==> src/rtl/game_pkg.sv <==
// Shared constants for the game input path: key indices, default timing and
// the auto-repeat state encoding.
package game_pkg;

  // Bit positions within the raw key_n bus.
  localparam int unsigned KEY_START = 0;
  localparam int unsigned KEY_LEFT  = 1;
  localparam int unsigned KEY_RIGHT = 2;
  localparam int unsigned NUM_KEYS  = 3;

  // Default timing at 50 MHz: 10 ms debounce, 300 ms first repeat, 100 ms repeat rate.
  localparam int unsigned DEF_DEBOUNCE_CYCLES = 500000;
  localparam int unsigned DEF_REPEAT_DELAY    = 15000000;
  localparam int unsigned DEF_REPEAT_PERIOD   = 5000000;

  typedef enum logic [1:0] {
    RepIdle,
    RepDelay,
    RepRepeat
  } rep_state_e;

  // Counter width for a terminal count of n; never narrower than one bit.
  function automatic int unsigned cnt_width(input int unsigned n);
    return (n > 1) ? $clog2(n) : 1;
  endfunction

endpackage

==> src/rtl/key_debounce.sv <==
// Single-key conditioning: 2-flop synchroniser, stable-sample debounce and a
// one-cycle press strobe on each debounced released->pressed transition.
module key_debounce
  import game_pkg::*;
#(
  parameter int unsigned DEBOUNCE_CYCLES = DEF_DEBOUNCE_CYCLES
) (
  input  logic clk,
  input  logic reset,
  input  logic key_n,
  output logic pressed,
  output logic press
);

  localparam int unsigned CW = cnt_width(DEBOUNCE_CYCLES);
  localparam logic [CW-1:0] CNT_LAST = CW'(DEBOUNCE_CYCLES - 1);

  logic          sync1_q, sync2_q;
  logic          level_q, level_d;
  logic          level_dly_q;
  logic          press_q;
  logic [CW-1:0] cnt_q, cnt_d;
  logic          raw_pressed;

  assign raw_pressed = ~sync2_q;

  // Debounce: count consecutive samples that disagree with the accepted level.
  always_comb begin
    level_d = level_q;
    cnt_d   = cnt_q;
    if (raw_pressed == level_q) begin
      cnt_d = '0;
    end else if (cnt_q == CNT_LAST) begin
      level_d = ~level_q;
      cnt_d   = '0;
    end else begin
      // Strictly below CNT_LAST here, so the increment cannot wrap.
      cnt_d = cnt_q + 1'b1;
    end
  end

  // Synchroniser, debounce state and press-edge register.
  always_ff @(posedge clk) begin
    if (reset) begin
      sync1_q     <= 1'b1;
      sync2_q     <= 1'b1;
      level_q     <= 1'b0;
      level_dly_q <= 1'b0;
      press_q     <= 1'b0;
      cnt_q       <= '0;
    end else begin
      sync1_q     <= key_n;
      sync2_q     <= sync1_q;
      level_q     <= level_d;
      level_dly_q <= level_q;
      press_q     <= level_q & ~level_dly_q;
      cnt_q       <= cnt_d;
    end
  end

  assign pressed = level_q;
  assign press   = press_q;

endmodule

==> src/rtl/key_conditioner.sv <==
// Turns three raw active-low buttons into a start strobe and a single-entry
// left/right command latch. Define KEY_AUTO_REPEAT_EN to add held-key
// auto-repeat for left/right; without it each press yields one command.
module key_conditioner
  import game_pkg::*;
#(
  parameter int unsigned DEBOUNCE_CYCLES = DEF_DEBOUNCE_CYCLES,
  parameter int unsigned REPEAT_DELAY    = DEF_REPEAT_DELAY,
  parameter int unsigned REPEAT_PERIOD   = DEF_REPEAT_PERIOD
) (
  input  logic       clk,
  input  logic       reset,
  input  logic [2:0] key_n,
  output logic       start_pulse,
  output logic       left_cmd,
  output logic       right_cmd,
  input  logic       cmd_ack
);

  if (DEBOUNCE_CYCLES == 0 || REPEAT_DELAY == 0 || REPEAT_PERIOD == 0) begin : g_bad_timing
    $error("key_conditioner: timing parameters must be non-zero");
  end

  logic [NUM_KEYS-1:0] level;
  logic [NUM_KEYS-1:0] press;
  logic                unused_start_level;

  assign unused_start_level = level[KEY_START];

  key_debounce #(.DEBOUNCE_CYCLES(DEBOUNCE_CYCLES)) u_start (
    .clk     (clk),
    .reset   (reset),
    .key_n   (key_n[KEY_START]),
    .pressed (level[KEY_START]),
    .press   (press[KEY_START])
  );

  key_debounce #(.DEBOUNCE_CYCLES(DEBOUNCE_CYCLES)) u_left (
    .clk     (clk),
    .reset   (reset),
    .key_n   (key_n[KEY_LEFT]),
    .pressed (level[KEY_LEFT]),
    .press   (press[KEY_LEFT])
  );

  key_debounce #(.DEBOUNCE_CYCLES(DEBOUNCE_CYCLES)) u_right (
    .clk     (clk),
    .reset   (reset),
    .key_n   (key_n[KEY_RIGHT]),
    .pressed (level[KEY_RIGHT]),
    .press   (press[KEY_RIGHT])
  );

  // Direction index 0 is left, 1 is right.
  logic [1:0] dir_level, dir_press, rep_ev;
  assign dir_level = {level[KEY_RIGHT], level[KEY_LEFT]};
  assign dir_press = {press[KEY_RIGHT], press[KEY_LEFT]};

`ifdef KEY_AUTO_REPEAT_EN
  localparam int unsigned REP_MAX = (REPEAT_DELAY > REPEAT_PERIOD) ? REPEAT_DELAY : REPEAT_PERIOD;
  localparam int unsigned RCW     = cnt_width(REP_MAX);
  localparam logic [RCW-1:0] DELAY_LAST  = RCW'(REPEAT_DELAY - 1);
  localparam logic [RCW-1:0] PERIOD_LAST = RCW'(REPEAT_PERIOD - 1);

  for (genvar d = 0; d < 2; d++) begin : g_rep
    rep_state_e     state_q, state_d;
    logic [RCW-1:0] cnt_q, cnt_d;
    logic           ev;

    // Repeat FSM: a press arms the delay, then events follow at the repeat rate.
    always_comb begin
      state_d = state_q;
      cnt_d   = cnt_q;
      ev      = 1'b0;
      if (!dir_level[d]) begin
        state_d = RepIdle;
        cnt_d   = '0;
      end else begin
        unique case (state_q)
          RepIdle: begin
            if (dir_press[d]) begin
              state_d = RepDelay;
              cnt_d   = '0;
            end
          end
          RepDelay: begin
            if (cnt_q == DELAY_LAST) begin
              state_d = RepRepeat;
              cnt_d   = '0;
              ev      = 1'b1;
            end else begin
              cnt_d = cnt_q + 1'b1;
            end
          end
          RepRepeat: begin
            if (cnt_q == PERIOD_LAST) begin
              cnt_d = '0;
              ev    = 1'b1;
            end else begin
              cnt_d = cnt_q + 1'b1;
            end
          end
          default: begin
            state_d = RepIdle;
            cnt_d   = '0;
          end
        endcase
      end
    end

    // Repeat FSM state and counter.
    always_ff @(posedge clk) begin
      if (reset) begin
        state_q <= RepIdle;
        cnt_q   <= '0;
      end else begin
        state_q <= state_d;
        cnt_q   <= cnt_d;
      end
    end

    assign rep_ev[d] = ev;
  end
`else
  assign rep_ev = '0;
`endif

  // A fresh simultaneous press of both keys is let through (left wins); once both
  // are held, neither direction may issue events.
  logic both_held, left_ev, right_ev;
  assign both_held = dir_level[0] & dir_level[1] & ~(dir_press[0] & dir_press[1]);
  assign left_ev   = (dir_press[0] | rep_ev[0]) & ~both_held;
  assign right_ev  = (dir_press[1] | rep_ev[1]) & ~both_held;

  logic left_q, left_d, right_q, right_d, start_q;

  // Single-entry command latch: ack frees the slot in time for a coincident event.
  always_comb begin
    left_d  = left_q;
    right_d = right_q;
    if (cmd_ack) begin
      left_d  = 1'b0;
      right_d = 1'b0;
    end
    if (!(left_d || right_d)) begin
      if (left_ev) begin
        left_d = 1'b1;
      end else if (right_ev) begin
        right_d = 1'b1;
      end
    end
  end

  // Output registers.
  always_ff @(posedge clk) begin
    if (reset) begin
      left_q  <= 1'b0;
      right_q <= 1'b0;
      start_q <= 1'b0;
    end else begin
      left_q  <= left_d;
      right_q <= right_d;
      start_q <= press[KEY_START];
    end
  end

  assign start_pulse = start_q;
  assign left_cmd    = left_q;
  assign right_cmd   = right_q;

endmodule

==> config.mk <==
export PLATFORM = sky130hd
export DESIGN_NAME = key_conditioner
export DESIGN_NICKNAME = d
export VERILOG_FILES = /design/src/rtl/game_pkg.sv /design/src/rtl/key_debounce.sv /design/src/rtl/key_conditioner.sv
export SDC_FILE = /design/constraint.sdc
export NUM_CORES = 1
export LEC_CHECK = 0
export CAP_MARGIN = 5
export CORE_ASPECT_RATIO = 1.25
export CORE_MARGIN = 1
export CORE_UTILIZATION = 54
export CTS_BUF_LIST = sky130_fd_sc_hd__clkbuf_16
export CTS_CLUSTER_SIZE = 40
export DETAILED_ROUTE_END_ITERATION = 10
export PLACE_DENSITY_LB_ADDON = 0.25
export SYNTH_ARGS = -nofsm -noshare
export SYNTH_HDL_FRONTEND = slang
export SYNTH_SLANG_ARGS = --single-unit
==> constraint.sdc <==
create_clock -name clk -period 2.2 [get_ports clk]
set_clock_uncertainty 0.15 [all_clocks]
set_input_delay 0.44 -clock clk [delete_from_list [all_inputs] [get_ports clk]]
set_output_delay 0.44 -clock clk [all_outputs]
set_load 0.005 [all_outputs]
# Yosys cells after proc, flatten, opt, wreduce, memory -nomap -nowiden

Index checks and enable logic that the tools add are counted.

Register bits after elaboration: 75
Output and inout port bits: 3

Add/subtract/negate cells: 3
Equal/unequal tests: 6
Multiplexer cells: 7
Bitwise operators: 22
Reduce and logical (&&, ||, !) cells: 7

Operator list:

| cell                  | number |
|---|---|
| $add 19x1->19 const B | 3 |
| $eq 19x19->1 const B  | 3 |
| $not 1->1             | 14 |
| $reduce_or 3->1       | 3 |
| $and 1x1->1           | 8 |
| $mux 1                | 7 |
| $reduce_and 2->1      | 3 |
| $eq 1x1->1            | 3 |
| $logic_or 1x1->1      | 1 |

# Logic depth before layout (Yosys ltp)

Depth in word-level cells: 8
Gate-level depth with buffers: 7
Mapped depth without buffers: 5

# Modules after synthesis

A second synthesis with hierarchy kept.

Cells, all modules: 349
Area, all modules: 3198.1 um^2

Modules (own cells, without submodules):

| module          | instances | cells each | area an instance (um^2) |
|---|---|---|---|
| key_debounce    | 3         | 112        | 1022.2 |
| key_conditioner | 1         | 13         | 131.4 |

# Least setup slack after synthesis

No wires, ideal clock.

Path type: register to register
Start point: register u_right.cnt_q[0]
End point: register u_right.cnt_q[18]
Library setup time: 0.070 ns
Arrival: 1.802 ns
Data required time: 1.980 ns
Setup slack: 0.179 ns
Stages on the path, launching flop included: 6
Path buffers: 0
Clock period less this slack: 2.021 ns
Cells stage by stage: dfxtp_1 > ha_1 > nand4_2 > or3_1 > or4_1 > a21oi_1

Word-level cells in the longest chain between the ends: 2

Ends and longest elaborated chain:

| element                                                               | RTL line           | text |
|---|---|---|
| from (decl)                                                           | key_debounce.sv:22 | `logic [CW-1:0] cnt_q, cnt_d;` |
| from (signal assigned)                                                | key_debounce.sv:57 | `cnt_q <= cnt_d;` |
| parallel branches: the longest is 2 deep, another holds $add 19x1->19 | -                  |  |

Parallel ways; which one is timed is not known.
A chain may end at the register's enable or synchronous reset.

# Worst setup path after layout

Start point: register u_left.cnt_q[1]
End point: register u_left.cnt_q[16]

Word-level cells in the longest chain between the ends: 2

Ends and longest elaborated chain:

| element                                                               | RTL line |
|---|---|
| from (decl)                                                           | key_debounce.sv:22 |
| from (signal assigned)                                                | key_debounce.sv:57 |
| parallel branches: the longest is 2 deep, another holds $add 19x1->19 | - |

Parallel ways; which one is timed is not known.

==> impl_metrics.csv <==
group,metric,value,unit
outcome,status,"complete, no violations",
layout,final_common_cell,"dfxtp_1",
power,clkPwrFrac,50.2,%
placement,hpwl,4110,um
worst_setup_path,timing.rr.start,"u_left.cnt_q[1]$_SDFF_PP0_",
worst_setup_path,rrSetupSlack,70,ps
global_routing,grt_pass1_wl,10500,um
layout,instances_no_fill,447,
worst_setup_path,cp.depth,5,
clocking,cts_root_buf,"clkbuf_16",
yosys,syn_area,3140,um2
routing,vias,2500,
layout,num_antenna_cells,0,
hold_path,min-delay-start,"u_left.level_dly_q$_SDFF_PP0_",
clocking,clock_path_buffers,2,
worst_setup_path,cp-startpoint,"u_left.cnt_q[1]$_SDFF_PP0_",
worst_setup_path,critPathTopFamily,"simple AND/OR/NAND/NOR gates",
yosys,avgSynthCellArea,8.98,um2
power,p_leak,0.00113,uW
yosys,yosysWarnings,0,
placement,portBuffers,8,
die,dieArea,6130,um2
worst_setup_path,start_kind,"flip-flop",
power,combPwrFrac,1.5,%
routing,wl_per_cell,13.3,um
yosys,syn-num-nets,359,
die,rows,30,
routing,first_iter_violations,122,
routing,drc,0,
yosys,seq_area_frac_synth,47.8,%
power,p_per_area,762,nW/um2
clocking,ctsHtreeMaxLevel,3,
yosys,synth-seq-cells,75,
die,io_pins,9,
die,core-area,5520,um2
layout,largest_registers,"u_left.cnt_q: 19 flops, u_right.cnt_q: 19 flops, u_start.cnt_q: 19 flops",
sta,slew_headroom,58.9,%
layout,fin_nets,387,
clocking,clk_latency,330,ps
power,swShare,20.2,%
worst_setup_path,cp-end-kind,"flip-flop",
die,die_w,70.2,um
clocking,path_clk_slew,60,ps
power,power_frac_seq,48.3,%
routing,ant_nets,0,
layout,area_growth,18.4,%
worst_setup_path,cp.required,2310,ps
run,drv_cap,0,
sta,hold_viol_final,0,
worst_setup_path,slowest_stage,"or4_1",
global_routing,track_usage,21.5,%
placement,dpl-instance-area,3410,um2
layout,drive_gt1_share,11.2,%
worst_setup_path,cp.arrival,2240,ps
worst_setup_path,r2r_cells,5,
power,p_sw,573,uW
routing,wirelength,5930,um
clocking,cts.sinks,75,
worst_setup_path,critPathBufInv,0,
worst_setup_path,crit_chain,"ha_1, nand4_1, or4_1, or3_1, a21oi_1",
clocking,ctsHoldBuffers,0,
yosys,synth.distinct_cells,40,
sta,setup_violations,0,
layout,layout_common_cells,"75 x dfxtp_1, 51 x nor2_1, 32 x xnor2_1, 22 x nand3_1",
routing,via_per_inst,5.59,
sta,period_needed,2130,ps
yosys,synth_cells,350,
clocking,numCtsBuffers,9,
clocking,cts_tree,"done",
global_routing,grt_max_degree,18,
global_routing,grt_pass1_vias,2367,
sta,report.final.slew_viol_count,0,
placement,dp.cells,429,
global_routing,antenna_found_initial,0,
layout,final_cell_area,3720,um2
worst_setup_path,critPathKind,"reg -> reg",
global_routing,gr-total-overflow,0,
hold_path,hp-class,"reg -> reg",
sta,worstMarginPinSlew,611,ps
sta,fin_crit_sh,97.0,%
die,start_util,57.0,%
sta,max_freq,0.469,GHz
layout,fin_util,67.4,%
power,vdd_drop_max,0.508,mV
die,die_y,87.3,um
worst_setup_path,max_stage_delay,620,ps
hold_path,hold_depth,1,
worst_setup_path,crit_path_max_fanout,4,
power,p_int,2260,uW
placement,finalWeightedCongestion,0.889,
routing,dr.pass1.iters,4,
-- cells by family after synthesis --
logic type | count (synthesis) | share of synthesized area [%]
and+or+nand+nor | 173 | 29.4
DFF | 75 | 47.8
xor gates and xnor gates | 41 | 11.4
AOI/OAI and AO/OA | 38 | 7.52
buffers and inverters | 20 | 2.71
adders and majority gates | 3 | 1.19
-- stage by stage --
step                worst slack (ps)  hold WS, ps  setup TNS [ps]  power (uW)
global route                   -1.39          255           -1.39        2940
global placement                 181          221               0        1440
floorplan                        179          217               0        1420
finish                          66.9          245               0        2840
CTS                             37.8          238               0        2860
detailed placement              88.7          234               0        1440
-- Yosys cell counts --
| cell | count | area share [%] |
|---|---|---|
| nand4b_1 | 1 | 0.28 |
| a31o_2 | 1 | 0.28 |
| nor3_1 | 10 | 1.6 |
| nor2b_1 | 7 | 1.4 |
| nand3_1 | 22 | 3.5 |
| nor4b_1 | 2 | 0.56 |
| nand2_1 | 16 | 1.9 |
| and3_2 | 1 | 0.24 |
| a311oi_1 | 1 | 0.28 |
| xor2_1 | 9 | 2.5 |
| or3_1 | 9 | 1.8 |
| o21bai_4 | 1 | 0.60 |
| or4_4 | 1 | 0.36 |
| dfxtp_1 | 75 | 48 |
| o31ai_1 | 3 | 0.72 |
| or4b_1 | 2 | 0.64 |
| clkbuf_1 | 5 | 0.60 |
| o41ai_1 | 2 | 0.56 |
| a21o_1 | 2 | 0.48 |
| nand2b_1 | 6 | 1.2 |
| nand4_2 | 1 | 0.40 |
| xnor2_1 | 32 | 8.9 |
| or4_1 | 7 | 1.7 |
| inv_1 | 12 | 1.4 |
| ha_1 | 3 | 1.2 |
| or2b_1 | 1 | 0.24 |
| a21oi_1 | 16 | 2.5 |
| nor4bb_1 | 1 | 0.32 |
| nand4_1 | 14 | 2.8 |
| buf_2 | 2 | 0.32 |
| o21ai_0 | 10 | 1.6 |
| o211ai_1 | 1 | 0.24 |
| buf_6 | 1 | 0.36 |
| or2_2 | 6 | 1.2 |
| nor4_1 | 10 | 2.0 |
| or2b_2 | 1 | 0.28 |
| o21bai_1 | 1 | 0.24 |
| nor2_1 | 51 | 6.1 |
| and4_1 | 2 | 0.56 |
| and2_1 | 2 | 0.40 |
-- power by group through the flow --
stage / sequential (uW) / clock [uW] / combinational, uW
after global routing: 1370 / 1520 / 47.6
after detailed placement: 1400 / 0 / 43.5
after CTS: 1370 / 1450 / 43.8
after floorplan: 1400 / 0 / 20.0
after global placement: 1400 / 0 / 42.8
final: 1370 / 1420 / 43.3
-- cell type report --
type | instances | area, um2
repair buffers | 25 | 245
well taps | 64 | 80.1
clock inverters | 7 | 67.6
inverters | 12 | 45.0
clock buffers | 9 | 225
multi-input cells | 255 | 1560
flip-flops and latches | 75 | 1500
fillers | 462 | 1800
-- final timing paths --
check,endpoint
hold reg to reg,u_left.press$_SDFF_PP0_
setup reg to reg,u_left.cnt_q[16]$_SDFF_PP0_
setup / recovery,u_left.cnt_q[16]$_SDFF_PP0_
hold / removal,u_left.press$_SDFF_PP0_
-- metal layers --
metal  vias up  part of all wire [%]  global-route usage [%]
met5         -                     0                       0
met4         0                  0.98                    7.45
met3         6                   3.0                    7.52
met2        34                    49                    35.6
met1      1179                    47                    26.0
li1       1281                     -                       -
-- timing repair --
action / 4_1_cts / 5_1_grt
gates resized for setup: 0 / 0
setup endpoints to repair: 0 / 2
setup buffers: 0 / 2
Note: power is estimated with default switching activity, not from simulation.
